<file path="src/rtl/skewed_adder_pkg.sv">
// Shared sizing helpers for the chunk-sliced skewed adder.
package skewed_adder_pkg;

  // Integer ceiling division, used to size the chunk count.
  function automatic int unsigned ceil_div(input int unsigned n, input int unsigned d);
    return (n + d - 1) / d;
  endfunction

  function automatic int unsigned min_u(input int unsigned x, input int unsigned y);
    return (x < y) ? x : y;
  endfunction

  // Number of chunks a WIDTH-bit word splits into.
  function automatic int unsigned n_chunks(input int unsigned width, input int unsigned chunk);
    return ceil_div(width, chunk);
  endfunction

  // Width of chunk idx; only the top chunk may be narrower than CHUNK.
  function automatic int unsigned chunk_w(input int unsigned width, input int unsigned chunk,
                                          input int unsigned idx);
    return min_u(chunk, width - idx * chunk);
  endfunction

endpackage

</file>
<file path="src/rtl/skewed_adder_stage.sv">
// One chunk of the skewed adder: registered W-bit add with carry/valid/mode forwarding.
module skewed_adder_stage
  import skewed_adder_pkg::*;
#(
  parameter int unsigned W = 8
) (
  input  logic         clk,
  input  logic         rst,
  input  logic         en,
  input  logic         v_in,
  input  logic         m_in,
  input  logic         c_in,
  input  logic [W-1:0] a,
  input  logic [W-1:0] b,
  output logic         v_out,
  output logic         m_out,
  output logic         c_out,
  output logic [W-1:0] s
);

  localparam int unsigned WX = W + 1;

  logic [W-1:0]  bb_c;
  logic [WX-1:0] res_c;
  logic [W-1:0]  sum_d,   sum_q;
  logic          carry_d, carry_q;
  logic          valid_d, valid_q;
  logic          sub_d,   sub_q;

  // Chunk arithmetic; carry-in only counts for a valid slot so nothing leaks across slots.
  always_comb begin
    bb_c    = m_in ? ~b : b;
    res_c   = {1'b0, a} + {1'b0, bb_c} + WX'(v_in & c_in);
    sum_d   = res_c[W-1:0];
    carry_d = v_in & res_c[W];
    valid_d = v_in;
    sub_d   = m_in;
  end

  // Stage registers; en low freezes everything.
  always_ff @(posedge clk or negedge rst) begin
    if (!rst) begin
      sum_q   <= '0;
      carry_q <= 1'b0;
      valid_q <= 1'b0;
      sub_q   <= 1'b0;
    end else if (en) begin
      sum_q   <= sum_d;
      carry_q <= carry_d;
      valid_q <= valid_d;
      sub_q   <= sub_d;
    end
  end

  assign s     = sum_q;
  assign c_out = carry_q;
  assign v_out = valid_q;
  assign m_out = sub_q;

endmodule

</file>
<file path="src/rtl/skewed_adder.sv">
// Pipelined adder/subtractor on chunk-skewed operands; result stays skewed.
module skewed_adder
  import skewed_adder_pkg::*;
#(
  parameter  int unsigned WIDTH  = 32,
  parameter  int unsigned CHUNK  = 8,
  localparam int unsigned NCHUNK = n_chunks(WIDTH, CHUNK)
) (
  input  logic              clk,
  input  logic              rst,
  input  logic              en,
  input  logic              in_valid,
  input  logic              sub,
  input  logic              cin,
  input  logic [WIDTH-1:0]  a,
  input  logic [WIDTH-1:0]  b,
  output logic [WIDTH-1:0]  sum,
  output logic [NCHUNK-1:0] out_valid,
  output logic              cout
);

  // Control chain: index i feeds stage i, index i+1 is stage i's registered output.
  logic [NCHUNK:0] v_ch;
  logic [NCHUNK:0] m_ch;
  logic [NCHUNK:0] c_ch;
  logic            unused_sub_last;

  // Stage 0 control; subtract forces carry-in to 1 for two's complement.
  assign v_ch[0] = in_valid;
  assign m_ch[0] = sub;
  assign c_ch[0] = sub | cin;

  for (genvar i = 0; i < NCHUNK; i++) begin : g_stage
    localparam int unsigned WI = chunk_w(WIDTH, CHUNK, i);
    localparam int unsigned LO = i * CHUNK;

    skewed_adder_stage #(
      .W(WI)
    ) u_stage (
      .clk   (clk),
      .rst   (rst),
      .en    (en),
      .v_in  (v_ch[i]),
      .m_in  (m_ch[i]),
      .c_in  (c_ch[i]),
      .a     (a[LO +: WI]),
      .b     (b[LO +: WI]),
      .v_out (v_ch[i+1]),
      .m_out (m_ch[i+1]),
      .c_out (c_ch[i+1]),
      .s     (sum[LO +: WI])
    );
  end

  assign out_valid       = v_ch[NCHUNK:1];
  assign cout            = c_ch[NCHUNK];
  assign unused_sub_last = m_ch[NCHUNK];

endmodule

</file>
<file path="config.mk">
export PLATFORM = sky130hd
export DESIGN_NAME = skewed_adder
export DESIGN_NICKNAME = d
export VERILOG_FILES = /design/src/rtl/skewed_adder_pkg.sv /design/src/rtl/skewed_adder_stage.sv /design/src/rtl/skewed_adder.sv
export SDC_FILE = /design/constraint.sdc
export NUM_CORES = 1
export LEC_CHECK = 0
export CAP_MARGIN = 30
export CORE_ASPECT_RATIO = 0.5
export CORE_MARGIN = 5
export CORE_UTILIZATION = 30
export CTS_CLUSTER_DIAMETER = 80
export DETAILED_ROUTE_END_ITERATION = 10
export PLACE_DENSITY = 0.63
export SLEW_MARGIN = 30
export SYNTH_ARGS = -nofsm -noshare
export SYNTH_HDL_FRONTEND = slang
export SYNTH_HIERARCHICAL = 1
export SYNTH_SLANG_ARGS = --single-unit
export TNS_END_PERCENT = 50
</file>
<file path="constraint.sdc">
create_clock -name clk -period 2.3 [get_ports clk]
set_input_delay 0.345 -clock clk [delete_from_list [all_inputs] [get_ports clk]]
set_output_delay 0.345 -clock clk [all_outputs]
set_load 0.005 [all_outputs]
</file>
==> reports/summary.txt <==
Status: completed
Vias in the first global route: 3,015
Number of CTS-inserted buffers: 5
Wire per inst: 14.28 um
Hold Path Class: primary input to async pin
Final Max Tran Viols: 0
CORE AREA: 11,010 sq um
Tcrit/Tclk final: 0.9773
CP required: 2.47 ns
Count of final setup violators: 0
Mapped Cells: 344
# clock sinks: 43
Die ar.: 13,660 sq um
ANT nets after route: 0
Die H: 85.18 um
YS warnings: 6
Clk pin slew, worst setup/hold paths: 0.06 ns
1st-iter DRT viols: 168
RePlAce Congestion: 0.7493
Synthesized area: 3391 sq um
R2R setup slack: 0.05 ns
Largest net degree at the start of global routing: 47
Post-Place Cells: 607
Worst R2R Start: g_stage[2].u_stage/m_out$_DFFE_PN0P_
Max Cap Violations: 0
ANT cells: 0
Standard-cell rows: 27
Max IR drop VDD: 0.0002558 V
First-pass GRT wire length: 15,120 um
CTS tree: done
Dpl hpwl: 6942 um
FF-to-FF path depth: 7
Nets: 578
Post-route non-filler standard cell count: 618
Synthesized area per cell: 9.857 sq um
Post-route minimum period: 2.248 ns
Final Hold Vio Count: 0
Design area: 5012 sq um
Total power: 3.817 mW
Grt ovf: 0
Initial antenna violation count: 0
Critical Path Fanout Max: 3
RSZ-0062 raised after global routing: yes
Slew @ Worst Pin: 0.5716 ns
Clk_lat worst skew: 0.29 ns
R2r endpoint: g_stage[3].u_stage/s[6]$_DFFE_PN0P_
CP Class: flip-flop to flip-flop
Fin Setup TNS: 0 ns
CP arrival: 2.41 ns
Cell Area, Placed: 4763 sq um
Initial Utilization: 0.3079
Worst Setup End Kind: flip-flop
Area delta synth->final: 47.82%
Layout cells sized above 1: 0.1712
Rel. slew slack: 0.6190
Boundary Pins: 107
Via/cell ratio: 4.793
Post-Route Skew: 0.005486 ns
Via count: 2,962
Number of buffers inserted by hold repair at cts: 0
Die width: 160.4 um
CP startpoint kind: flip-flop
Fmax: 444.9 MHz
LEAKAGE: 2.136 nW
H-tree levels: 2
Drt total wl: 8827 um
Clock Tree Buf Depth: 2
IO Port Bufs: 106
CTS Root Cell: clkbuf_16
GRT Util Overall: 0.1343
Mapped Nets: 450
DRC: 0
DRT Pass-1 Iters: 4
Pwr/cell area: 761.5 nW/um^2
## through the flow
| step | hold WS (ns) | utilization | setup slack, ns |
|---|---|---|---|
| final | 0.03864 | 0.4551 | 0.05212 |
| after global routing | 0.1045 | 0.4551 | -0.02926 |
| after CTS | 0.06064 | 0.4490 | 0.001162 |
| after detailed placement | 0.3734 | 0.4325 | -0.4997 |
| after global placement | 0.3747 | 0.4325 | -0.4275 |
| after floorplan | 0.04941 | - | -0.01466 |
## flip-flops by register name, indices dropped and copies added, names as in the netlist
name                   count
g_stage.u_stage/c_out      4
g_stage.u_stage/v_out      4
g_stage.u_stage/m_out      3
g_stage.u_stage/s         32
## critical path: stages (launching register included)
cell and delay, ns:
dfrtp_1 0.41, xor2_1 0.17, fa_2 0.37, fa_2 0.39, a211oi_2 0.28, nor2_2 0.07
o21a_1 0.17, a311o_1 0.27
## where the power goes
group / internal (mW) / switching (mW)
Sequential: 0.973 / 0.127
Combinational: 1.06 / 0.815
Clock: 0.540 / 0.304
Total: 2.57 / 1.25
## worst max-delay path by stage
stage	startpoint	end	slack, ns	cells past startpoint
3_5_place_dp	sub	g_stage[0].u_stage/s[6]$_DFFE_PN0P_	-0.50	8
2_1_floorplan	g_stage[1].u_stage/m_out$_DFFE_PN0P_	g_stage[2].u_stage/c_out$_DFFE_PN0P_	-0.01	8
3_3_place_gp	sub	g_stage[0].u_stage/c_out$_DFFE_PN0P_	-0.43	9
4_1_cts	sub	g_stage[0].u_stage/c_out$_DFFE_PN0P_	0.001	9
5_1_grt	g_stage[2].u_stage/m_out$_DFFE_PN0P_	g_stage[3].u_stage/s[6]$_DFFE_PN0P_	-0.03	7
6_report	g_stage[2].u_stage/m_out$_DFFE_PN0P_	g_stage[3].u_stage/s[6]$_DFFE_PN0P_	0.05	7
## placed cells by master, fill, tap and decap left out, types with 2 or more instances in the layout
cell type,count
clkdlybuf4s50_1,100
fa_2,8
mux2_2,11
and2_4,3
a21oi_1,26
dlymetal6s2s_1,2
buf_4,27
xor2_1,36
o21ai_0,29
nor3_1,4
a21o_2,3
nor2_1,15
o211ai_1,3
dlygate4sd2_1,2
o22ai_1,6
nand3b_1,3
o311ai_1,2
nor2b_1,4
a21o_1,5
a211oi_2,7
nand3_1,8
ha_1,28
o311ai_2,2
mux2i_1,8
o221ai_1,3
clkbuf_16,5
o32ai_2,3
o2bb2ai_1,2
a211oi_1,9
o21bai_2,3
dfrtp_1,43
o21ai_1,9
buf_2,2
inv_1,18
nand2_1,11
xnor2_1,4
mux2_1,3
nand4b_1,3
## metal layers
layer / vias to the layer above / global-route usage / routed length (um)
met5: - / 0 / 0
met2: 50 / 0.2242 / 4240
met3: 7 / 0.03008 / 368
met4: 0 / 0.03044 / 80
li1: 1522 / - / -
met1: 1383 / 0.1793 / 4137
## layout make-up
cell class	instances	area, sq um
fill	1075	6001
multi-input combinational	270	2237
timing repair buffer	134	1276
sequential	43	1076
tap	145	181.4
clock buffer	6	138.9
inverter	18	67.56
clock inverter	2	35.03
## repair_timing
item	CTS	global route
resized for setup	6	14
setup endpoints to repair	4	8
buffers inserted	0	3
pin swaps	7	14
gates cloned	0	0
(Power assumes the default switching activity.)
